**src/rtl/data_mem_access_unit.sv**
```systemverilog
// Purpose: serialises aligned 1/2/4-byte core loads/stores into byte cycles on a byte-wide synchronous SRAM.
// Latency: store N+1 cycles, load N+MEM_RD_LAT+1 cycles from request to DONE (N = access bytes).
// Backpressure: stall held high from the request cycle through the last transfer; low in DONE and IDLE.
//
// Ports:
//   clk, rst_n                    clock, asynchronous active-low reset
//   req_read_en/req_write_en      load/store request, held by the core while stall=1
//   req_size                      funct3 size code (B, H, W, BU, HU)
//   req_addr, req_wdata           byte address and store data
//   stall                         pipeline freeze to the core
//   rdata, rdata_valid            extended load result and its one-cycle qualifier
//   access_err                    one-cycle pulse for an illegal request
//   mem_addr/mem_wdata/mem_we/mem_re/mem_rdata   byte-wide SRAM interface
module data_mem_access_unit #(
  parameter int ADDR_W     = 10,
  parameter int MEM_RD_LAT = 1
) (
  input  logic              clk,
  input  logic              rst_n,
  input  logic              req_read_en,
  input  logic              req_write_en,
  input  logic [2:0]        req_size,
  input  logic [31:0]       req_addr,
  input  logic [31:0]       req_wdata,
  output logic              stall,
  output logic [31:0]       rdata,
  output logic              rdata_valid,
  output logic              access_err,
  output logic [ADDR_W-1:0] mem_addr,
  output logic [7:0]        mem_wdata,
  output logic              mem_we,
  output logic              mem_re,
  input  logic [7:0]        mem_rdata
);

  typedef enum logic [1:0] {
    S_IDLE = 2'd0,
    S_XFER = 2'd1,
    S_DONE = 2'd2
  } state_t;

  state_t                r_state;
  state_t                w_next;
  logic [ADDR_W-1:0]     r_addr;
  logic [31:0]           r_wdata;
  logic [2:0]            r_size;
  logic                  r_write;
  logic [2:0]            r_n;       // bytes in this access: 1, 2 or 4
  logic [2:0]            r_i;       // bytes issued
  logic [2:0]            r_j;       // bytes captured (loads)
  logic [31:0]           r_buf;
  logic [31:0]           r_rdata;
  logic [MEM_RD_LAT-1:0] r_vpipe;   // read-valid delay line, one stage per SRAM latency cycle

  logic                  w_req;
  logic                  w_illegal;
  logic                  w_accept;
  logic                  w_cap;
  logic [31:0]           w_buf_next;
  logic                  w_unused_addr_hi;

  // Address bits above ADDR_W are dropped by design.
  assign w_unused_addr_hi = ^req_addr[31:ADDR_W];

  assign w_req = req_read_en | req_write_en;

  assign w_illegal = (req_read_en & req_write_en)
                   | (req_size[1:0] == 2'b11)
                   | (req_write_en & req_size[2])
                   | (req_size[2] & ~req_read_en)
                   | ((req_size[1:0] == 2'b01) & req_addr[0])
                   | ((req_size[1:0] == 2'b10) & (req_addr[1:0] != 2'b00));

  // A captured byte arrives when the oldest stage of the delay line fires.
  assign w_cap = r_vpipe[MEM_RD_LAT-1] & (r_state == S_XFER) & ~r_write;

  assign rdata       = r_rdata;
  assign rdata_valid = (r_state == S_DONE) & ~r_write;

  function automatic logic [31:0] extend(input logic [31:0] b, input logic [2:0] sz);
    logic [31:0] res;
    case (sz[1:0])
      2'b00:   res = {{24{b[7]  & ~sz[2]}}, b[7:0]};
      2'b01:   res = {{16{b[15] & ~sz[2]}}, b[15:0]};
      default: res = b;
    endcase
    return res;
  endfunction

  always_comb begin
    w_buf_next = r_buf;
    w_buf_next[{r_j[1:0], 3'b000} +: 8] = mem_rdata;
  end

  always_comb begin
    w_next     = r_state;
    stall      = 1'b0;
    access_err = 1'b0;
    w_accept   = 1'b0;
    mem_addr   = '0;
    mem_wdata  = '0;
    mem_we     = 1'b0;
    mem_re     = 1'b0;
    case (r_state)
      S_IDLE: begin
        // rst_n gating keeps stall/access_err low while reset is asserted.
        if (rst_n && w_req) begin
          if (w_illegal) begin
            access_err = 1'b1;
          end else begin
            stall    = 1'b1;
            w_accept = 1'b1;
            w_next   = S_XFER;
          end
        end
      end
      S_XFER: begin
        stall    = rst_n;
        mem_addr = r_addr + ADDR_W'(r_i);
        if (r_write) begin
          mem_we    = 1'b1;
          mem_wdata = r_wdata[{r_i[1:0], 3'b000} +: 8];
          if (r_i == r_n - 3'd1) w_next = S_DONE;
        end else begin
          // Issue phase ends at byte N-1; then wait for the delay line to drain.
          mem_re = (r_i < r_n);
          if (w_cap && (r_j == r_n - 3'd1)) w_next = S_DONE;
        end
      end
      S_DONE: begin
        // The core still presents the finished request here, so inputs are ignored.
        w_next = S_IDLE;
      end
      default: w_next = S_IDLE;
    endcase
  end

  always_ff @(posedge clk or negedge rst_n) begin
    if (!rst_n) begin
      r_state <= S_IDLE;
      r_addr  <= '0;
      r_wdata <= '0;
      r_size  <= '0;
      r_write <= 1'b0;
      r_n     <= '0;
      r_i     <= '0;
      r_j     <= '0;
      r_buf   <= '0;
      r_rdata <= '0;
      r_vpipe <= '0;
    end else begin
      r_state    <= w_next;
      r_vpipe[0] <= mem_re;
      for (int k = 1; k < MEM_RD_LAT; k++) begin
        r_vpipe[k] <= r_vpipe[k-1];
      end
      if (w_accept) begin
        r_addr  <= req_addr[ADDR_W-1:0];
        r_wdata <= req_wdata;
        r_size  <= req_size;
        r_write <= req_write_en;
        r_n     <= 3'd1 << req_size[1:0];
        r_i     <= '0;
        r_j     <= '0;
      end else if (r_state == S_XFER) begin
        if (mem_we || mem_re) r_i <= r_i + 3'd1;
        if (w_cap) begin
          r_buf <= w_buf_next;
          r_j   <= r_j + 3'd1;
          if (r_j == r_n - 3'd1) r_rdata <= extend(w_buf_next, r_size);
        end
      end
    end
  end

endmodule

```
**config.mk**
```make
export PLATFORM = sky130hd
export DESIGN_NAME = data_mem_access_unit
export DESIGN_NICKNAME = d
export VERILOG_FILES = /design/src/rtl/data_mem_access_unit.sv
export SDC_FILE = /design/constraint.sdc
export NUM_CORES = 1
export LEC_CHECK = 0
export CAP_MARGIN = 20
export CELL_PAD_IN_SITES_DETAIL_PLACEMENT = 0
export CELL_PAD_IN_SITES_GLOBAL_PLACEMENT = 1
export CORE_UTILIZATION = 40
export DETAILED_ROUTE_END_ITERATION = 8
export MAX_ROUTING_LAYER = met4
export PLACE_DENSITY = 0.83
export SYNTH_ARGS = -nofsm -noshare
export SYNTH_HDL_FRONTEND = slang
export SYNTH_SLANG_ARGS = --single-unit
```
**constraint.sdc**
```tcl
create_clock -name clk -period 2.9 [get_ports clk]
set_input_delay 0.29 -clock clk [delete_from_list [all_inputs] [get_ports clk]]
set_output_delay 0.29 -clock clk [all_outputs]
set_load 0.05 [all_outputs]
```
==> impl_metrics.tcl <==
set metrics [dict create \
    synthCells 530 \
    grt_usage_pct 20.5 \
    grt_pass1_vias 4708 \
    routed_wl_um 14500 \
    synth_edf_count 0 \
    crit_type "reg -> out" \
    die_h_um 125 \
    finalWorstPathRequiredPeriod_ns 2.75 \
    nNetsFinal 742 \
    hold_buffers 0 \
    num_rows 44 \
    clock_sinks 122 \
    wl_per_cell_um 17.2 \
    final_layout_size_suffix_gt1_share_pct 20.1 \
    yosysWarningCount 0 \
    n_antenna_cell 0 \
    path_clk_slew_ns 0.06 \
    grt_pass1_wl_um 24300 \
    rsz0062_at_grt "no" \
    cp-end-kind "output pin" \
    numCtsBuffers 17 \
    ant_nets 0 \
    finalSetupViolCount 0 \
    synthArstFlopShare_pct 100 \
    clkLatencyLatePin_ns 0.42 \
    dr.first_iter.drc_count 299 \
    clock_skew_ns 0.00737 \
    initial_core_util_pct 41.3 \
    max_freq_mhz 364 \
    placed_area_um2 7490 \
    ios 134 \
    htree_num_levels 4 \
    synthMostInstantiatedCell "dfrtp_1" \
    avgSynthCellArea_um2 11.4 \
    drv_slew 0 \
    max_cap_viol_count 0 \
    drc 0 \
    area_delta_synth_final_pct 33.7 \
    arrival_ns 2.46 \
    ys_ff_latch 122 \
    final_cell_area_um2 8060 \
    max-vdd-ir-drop_v 0.000666 \
    synthFlopType "dfrtp_1" \
    path_max_fanout 7 \
    hold_viol_final 0 \
    post-route-period-util_pct 94.8 \
    cts_buffer_depth 2 \
    via_count 4654 \
    holdCritPathClass "in -> async" \
    overflow 0 \
    synth_area_leaders "dfrtp_1 (51%), mux2_2 (9.7%), a22o_1 (3.2%), o21ai_0 (3.1%), mux4_2 (3.0%)" \
    cp-start-kind "flip-flop" \
    routabilityCongestion 0.802 \
    ys_types 52 \
    die-area_um2 15600 \
    firstDrtPassIters 5 \
    cts_tree "done" \
    synthTopCellsByCount "dfrtp_1 (122), mux2_2 (52), nand2_1 (45)" \
    dpl.hpwl_um 9860 \
    yosysSeqAreaShare_pct 50.7 \
    clock-root-buffer "clkbuf_16" \
    leakagePower_nw 3.45 \
    synth_fp_nets 624 \
    worstMarginPinSlew_ns 0.971 \
    syn-cell-area_um2 6030 \
    setup_tns_ns 0 \
    yosysTopAreaCellShare_pct 50.7 \
    yosysTopAreaCell "dfrtp_1" \
    grt_max_degree 76 \
    portBuffers 111 \
    antenna_found_initial 0 \
    maxSlewHeadroom_pct 35.3 \
    p_per_area_nw_per_um2 1170 \
    die_x_um 125 \
    cp.required_ns 2.61 \
    core_um2 14600 \
    viasPerCell 5.51 \
    status "finished, final reports clean" \
]
[report_power, final]
part / internal, mW / switching, mW
sequential: 2.37 / 0.468
clock: 1.25 / 0.770
combinational: 1.96 / 2.59
total: 5.58 / 3.83
[final cells by class]
cell class,count,area (um^2)
clock buffer,18,429
clock inverter,14,131
fill,1231,6530
inverter,16,60.1
multi-input combinational,364,2790
sequential,122,3050
tap,184,230
timing repair buffer,127,1360
[through the flow]
step                setup slack, ns  total power, mW  cells  util, %  hold slack (ns)
CTS                          0.0210             9.49    845     55.2           0.0248
global placement              0.477             7.29    813     51.4            0.462
floorplan                     0.204             5.92    530        -         -0.00559
detailed placement            0.491             7.42    813     51.4            0.471
global route                 0.0468             9.99    845     55.2           0.0465
finish                        0.151             9.41    845     55.2           0.0143
[final timing paths]
kind | slack (ns) | startpoint | end | cells after the start
min | 0.01 | rst_n | r_buf[2] | 2
min reg2reg | 0.47 | rdata[22] | rdata[22] | 2
min in group clk | 0.47 | rdata[22] | rdata[22] | 2
max | 0.15 | r_i[0] | mem_wdata[7] | 4
max reg2reg | 0.60 | r_j[1] | rdata[23] | 7
max in group asynchronous | 1.41 | rst_n | r_i[0] | 3
[registers in the layout, summed over array words and instances, names as in the netlist]
name / flops
r_j: 3
r_write: 1
r_wdata: 32
rdata: 32
r_addr: 10
r_state: 2
r_buf: 32
r_size: 3
r_vpipe: 1
r_i: 3
r_n: 3
[cell families (layout without fill, tap and decap cells)]
group           after synthesis  after routing  share of synthesized area, %
compound gates              142            142                          16.3
xor+xnor                     10             10                          1.68
fa+ha+maj                    15             15                          3.24
buf+inv                      44            175                          3.28
flops                       122            122                          50.7
mux                          60             60                          12.7
simple gates                137            137                          12.1
[critical path, cell delays in order, from the launching register on]
cell and delay (ns):
dfrtp_2 0.46, buf_12 0.17, mux4_2 0.50, and3_1 0.21, clkdlybuf4s50_1 0.70
[layer usage]
| metal | track usage (%) | vias up | routed length [um] |
|---|---|---|---|
| li1 | - | 2182 | - |
| met1 | 26.2 | 2302 | 6490 |
| met2 | 30.4 | 156 | 6830 |
| met3 | 6.92 | 14 | 1050 |
| met4 | 6.73 | 0 | 170 |
| met5 | - | - | 0 |
[what timing repair did]
action | in CTS | in global routing
gates resized for setup | 0 | 2
setup endpoints to repair | 0 | 11
buffers inserted | 0 | 0
hold endpoints to repair | 0 | 0
[cell usage in the layout, fill, tap and decap left out, types with 2 or more instances in the layout]
| master | synthesis | layout |
|---|---|---|
| clkbuf_16 | 0 | 17 |
| o211ai_1 | 2 | 2 |
| a21oi_1 | 34 | 34 |
| buf_4 | 3 | 16 |
| and3_1 | 11 | 11 |
| ha_1 | 14 | 14 |
| mux2_2 | 52 | 52 |
| o21a_1 | 2 | 2 |
| clkinv_2 | 0 | 8 |
| xor2_1 | 7 | 7 |
| mux4_2 | 8 | 8 |
| o22a_1 | 14 | 14 |
| or2_2 | 2 | 2 |
| nor2b_1 | 28 | 27 |
| dfrtp_1 | 122 | 121 |
| a221oi_1 | 8 | 8 |
| a22o_1 | 22 | 22 |
| and4bb_2 | 2 | 2 |
| o21ai_0 | 37 | 37 |
| nor3b_1 | 4 | 4 |
| clkinvlp_4 | 0 | 3 |
| and2_1 | 2 | 2 |
| a32oi_1 | 6 | 6 |
| o22ai_1 | 2 | 2 |
| inv_1 | 16 | 16 |
| o31ai_1 | 6 | 6 |
| clkdlybuf4s50_1 | 0 | 98 |
| nand2_1 | 45 | 45 |
| bufinv_16 | 0 | 2 |
| a21o_1 | 2 | 2 |
| nor2_1 | 24 | 23 |
| nand4_1 | 3 | 3 |
| or4_1 | 3 | 3 |
| a41oi_1 | 2 | 2 |
| buf_12 | 0 | 13 |
| xnor2_1 | 2 | 2 |
| nor3_1 | 3 | 3 |
Note: power is estimated with default switching activity, not from simulation.
==> variant 1, RTL diff (config.mk and constraints unchanged) <==
Change the parameter `MEM_RD_LAT` from 1 to 2. Comments in the files are not updated.
--- a/src/rtl/data_mem_access_unit.sv
+++ b/src/rtl/data_mem_access_unit.sv
@@ -15,3 +15,3 @@
   parameter int ADDR_W     = 10,
-  parameter int MEM_RD_LAT = 1
+  parameter int MEM_RD_LAT = 2
 ) (
Check against the original RTL: not equivalent (Yosys sat finds a counterexample within 4 cycles, from zero or initial values and one cycle with rst_n low).
==> variant 1 against the unedited design <==
The flow now finishes with violations (DRC). Power is 2.3% lower. Worst setup slack worse by 5.1 ps. Sequential cell count is 1 higher. Final cell count is 0.24% higher. Worst hold slack hardly changed. Wire length is 1.9% lower. Fmax is 0.19% lower. Final area hardly changed. Count of clock-buffer cells in the layout is 6 higher. Area after synthesis is 0.33% higher. Critical endpoint is now mem_wdata[6]. Largest cell class unchanged.
==> variant 1: results (changes against the unedited design) <==
| Metric | Value |
|---|---|
| Outcome | finished, violations left (was finished clean) |
| Failing checks | DRC |
| Final wirelength | 14.26 mm (was 14.54 mm) |
| Placer Congestion | 0.8163 (was 0.8017) |
| Final Hold Slack | 14.01 ps (was 14.27 ps) |
| Critical Path End | mem_wdata[6] (was mem_wdata[7]) |
| Layout clock area frac | 7.002% (was 6.957%) |
| Crit path from | r_state[0] (was r_i[0]) |
| DRT met1 WL | 6.392 mm (was 6.493 mm) |
| Syn nets | 626 (was 624) |
| Buffer share of cell area | 16.69% (was 16.89%) |
| Drt drc | 20 (was 0) |
| First-pass iteration count of the detailed router | 8 (was 5) |
| Top post-synthesis cells by count | dfrtp_1, mux2_2, nand2_1 (unchanged) |
| Worst slack, placed | 424.0 ps (was 491.3 ps) |
| Largest net degree at the start of global routing | 125 (was 76) |
| Area Growth Syn to Fin | 33.30% (was 33.72%) |
| Sequential-to-total area share from yosys stat | 50.91% (was 50.66%) |
| CLK BUF | 24 (was 18) |
| Area contributors post-synth | dfrtp_1, mux2_2, a22o_1 (unchanged) |
| Fin nets | 744 (was 742) |
| Post-cts resize count | 4 (was 0) |
| CP Max Fanout | 10 (was 7) |
| Worst-margin pin slew | 656.4 ps (was 970.6 ps) |
| DR WL/cell | 16.83 um (was 17.20 um) |
| Placed Area | 0.007482 mm^2 (was 0.007493 mm^2) |
| Leakage | 3.471 nW (was 3.454 nW) |
| Met3 GRT Util | 6.247% (was 6.916%) |
| DR WL met2 | 6.594 mm (was 6.826 mm) |
| Met3 WL | 992 um (was 1.046 mm) |
| Tcrit/Tclk final | 94.96% (was 94.78%) |
| Reg area | 0.003079 mm^2 (was 0.003054 mm^2) |
| Layout Skew | 8.637 ps (was 7.373 ps) |
| M2 GR Usage | 30.34% (was 30.35%) |
| Netlist cell types | 47 (was 52) |
| Total GRT Usage | 20.19% (was 20.46%) |
| HPWL after detailed placement | 9.878 mm (was 9.862 mm) |
| Logic pwr share | 46.8% (was 48.4%) |
variant 1: kinds of logic (layout without fill, tap and decap cells):
kind of cell               count (synthesis)  count (layout)  synth area share [%]
AOI/OAI and AO/OA                        143             143                 16.33
and+or+nand+nor                          138             138                 12.04
DFF                                      123             123                 50.91
muxes                                     59              59                 12.48
buffers and inverters                     44             175                 3.332
adders and majority gates                 15              15                 3.229
xor gates and xnor gates                  10              10                 1.676
variant 1: power groups by stage:
stage | clock network, mW | registers, mW | logic (mW)
finish | 2.03 | 2.86 | 4.30
global route | 2.15 | 2.96 | 4.64
CTS | 2.07 | 2.88 | 4.30
detailed placement | 0 | 2.89 | 4.28
global placement | 0 | 2.85 | 4.22
floorplan | 0 | 3.45 | 2.30
variant 1: critical path, stage by stage (launching register included):
cell             delay [ps]
dfrtp_1                 390
nor2b_1                 400
buf_4                   260
and3_1                  190
clkdlybuf4s50_1         800
==> variant 2, RTL diff (config.mk and constraints unchanged) <==
Made on the original files. Re-encode `state_t` (3 states) as one-hot, 3 bits wide.
--- a/src/rtl/data_mem_access_unit.sv
+++ b/src/rtl/data_mem_access_unit.sv
@@ -35,6 +35,6 @@
 
-  typedef enum logic [1:0] {
-    S_IDLE = 2'd0,
-    S_XFER = 2'd1,
-    S_DONE = 2'd2
+  typedef enum logic [2:0] {
+    S_IDLE = 3'b001,
+    S_XFER = 3'b010,
+    S_DONE = 3'b100
   } state_t;
Behaviour: same outputs for any inputs over 4 cycles, from zero or initial values and one cycle with rst_n low; so few cycles prove little.
==> variant 2 against the unedited design <==
Wire length grew 7.6%. Highest routed layer unchanged. Global-route usage grew 0.91 points. Final area grew 2.6%. Worst setup slack lost 58 ps. Area after synthesis grew 3.0%. Critical endpoint is now mem_wdata[5]. Sequential cell count grew 1. Register-to-register slack lost 40 ps. Count of clock-buffer cells in the layout grew 2. Fmax shrank 2.1%.
Power is not compared: it rests on default switching activity, and its combinational part moved more than twofold at a synthesized area within 25%.
==> variant 2: results (changes against the unedited design) <==
| Metric | Value |
|---|---|
| Clk_lat worst skew | 420 ps (about the same) |
| Clk slew on worst S/H paths | 60 ps (about the same) |
| Layout Skew | 10.99 ps (was 7.373 ps) |
| CTS Buf Count | 17 (unchanged) |
| Post-cts resize count | 0 (unchanged) |
| Clk buf depth | 2 (unchanged) |
| VDD IR max | 0.4623 mV |
| Syn nets | 640 (was 624) |
| Async SR Flop Fraction | 100.0% (unchanged) |
| Via Count | 4815 (was 4654) |
| Setup Buffers After CTS | 0 (unchanged) |
| Total GRT Usage | 21.36% (was 20.46%) |
| # hold bufs at CTS | 0 (unchanged) |
| Global route total overflow | 0 (unchanged) |
| First-pass iteration count of the detailed router | 5 (unchanged) |
| Share of cells above drive strength 1 | 20.75% (was 20.12%) |
| Fill cell count | 1243 (was 1231) |
| Root Driver | clkbuf_16 (unchanged) |
| Initial antenna violation count | 0 (unchanged) |
| DR WL/cell | 18.23 um (was 17.20 um) |
| Starting DRT DRC Count | 405 (was 299) |
| Largest net degree at the start of global routing | 66 (was 76) |
| First-pass GRT wire length | 25.50 mm (was 24.25 mm) |
| Ys Warns | 0 (unchanged) |
| Switching power | 1.442 mW |
| Sequential-to-total area share from yosys stat | 49.62% (was 50.66%) |
| Outcome | finished clean (unchanged) |
| Area contributors post-synth | dfrtp_1, mux2_2, a22o_1 (unchanged) |
| Fin nets | 751 (was 742) |
| Placer Congestion | 0.8130 (was 0.8017) |
| Placed Area | 0.007612 mm^2 (was 0.007493 mm^2) |
| Top post-synthesis cells by count | dfrtp_1, o21ai_0, mux2_2 (was dfrtp_1, mux2_2, nand2_1) |
| Leakage | 3.501 nW |
| Worst Hold Class | in -> async (unchanged) |
| H-tree levels | 4 (unchanged) |
| Reg area | 0.003079 mm^2 (was 0.003054 mm^2) |
| Worst EP arrival | 2520 ps (was 2460 ps) |
| Number of synthesized register bits | 123 (was 122) |
| Number of global-route vias before repair | 4957 (was 4708) |
| Worst-margin pin slew | 836.4 ps (was 970.6 ps) |
| Buffers added on ports | 111 (unchanged) |
| CP Max Fanout | 8 (was 7) |
| Netlist cell types | 62 (was 52) |
| HPWL after detailed placement | 10.86 mm (was 9.862 mm) |
variant 2: changes by cell type in the layout (fill, tap and decap cells not counted), sizes merged, moves of 10 or more:
cell	unedited run	this run
a22o	22	35
nand2	45	21
a22oi	0	16
o22a	14	0
a21oi	34	12
o21ai	37	62
a41o	0	10
variant 2: area by class of cell:
class                           count  share of cell area [%]
Clock buffer                       20                   5.525
Clock inverter                     12                   2.346
Inverter                           25                   1.135
Multi-Input combinational cell    358                   34.51
Sequential cell                   123                   37.25
Tap cell                          188                   2.846
Timing Repair Buffer              132                   16.38
variant 2: power by group through the flow:
stage	Combinational, mW	Sequential (mW)	Clock [mW]
after floorplan	0.748	2.07	0
after global placement	0.966	2.16	0
after detailed placement	0.999	2.18	0
after CTS	1.01	2.15	2.37
after global routing	1.11	2.18	2.46
final	1.01	2.15	2.34
variant 2: worst paths after layout:
check                            startpoint            to  cells past startpoint  slack (ps)
worst min register to register     r_buf[7]      r_buf[7]                      2         490
max in group asynchronous             rst_n     rdata[10]                      3        1500
worst max register to register       r_j[1]     rdata[29]                      6         560
worst min-delay path                  rst_n     r_buf[17]                      2         120
min in group clk                req_addr[2]     r_addr[2]                      2         480
worst max-delay path             r_state[2]  mem_wdata[5]                      4          90
variant 2: critical path: stages (launching register included):
cell,delay (ps)
dfrtp_1,440
nor3b_2,430
buf_4,240
and3_1,170
clkdlybuf4s50_1,800
variant 2: metal layers:
metal | wire length, um | part of all wire [%] | up-vias | track usage [%]
met2 | 7171 | 46 | 179 | 31.95
met3 | 1306 | 8.3 | 24 | 7.718
met5 | 0 | 0 | - | -
met4 | 261 | 1.7 | 0 | 7.016
li1 | - | - | 2241 | -
met1 | 6905 | 44 | 2371 | 26.88
variant 2: cell families after synthesis:
family	after synthesis	synth area share (%)
AOI/OAI and AO/OA	171	19.15
xor gates and xnor gates	11	1.774
adders and majority gates	15	3.145
buffers and inverters	65	4.617
DFF	123	49.62
muxes	60	12.28
and+or+nand+nor	101	9.416
variant 2: metrics by stage:
| stage | total power, mW | hold slack (ps) | std cells | setup WS [ps] |
|---|---|---|---|---|
| final | 5.492 | 117.7 | 858 | 93.40 |
| after global routing | 5.744 | 180.7 | 858 | 7.736 |
| after CTS | 5.529 | 146.1 | 858 | 56.51 |
| after detailed placement | 3.178 | 473.7 | 826 | 521.6 |
| after global placement | 3.123 | 463.0 | 826 | 516.0 |
| after floorplan | 2.821 | -5.591 | 546 | 210.5 |
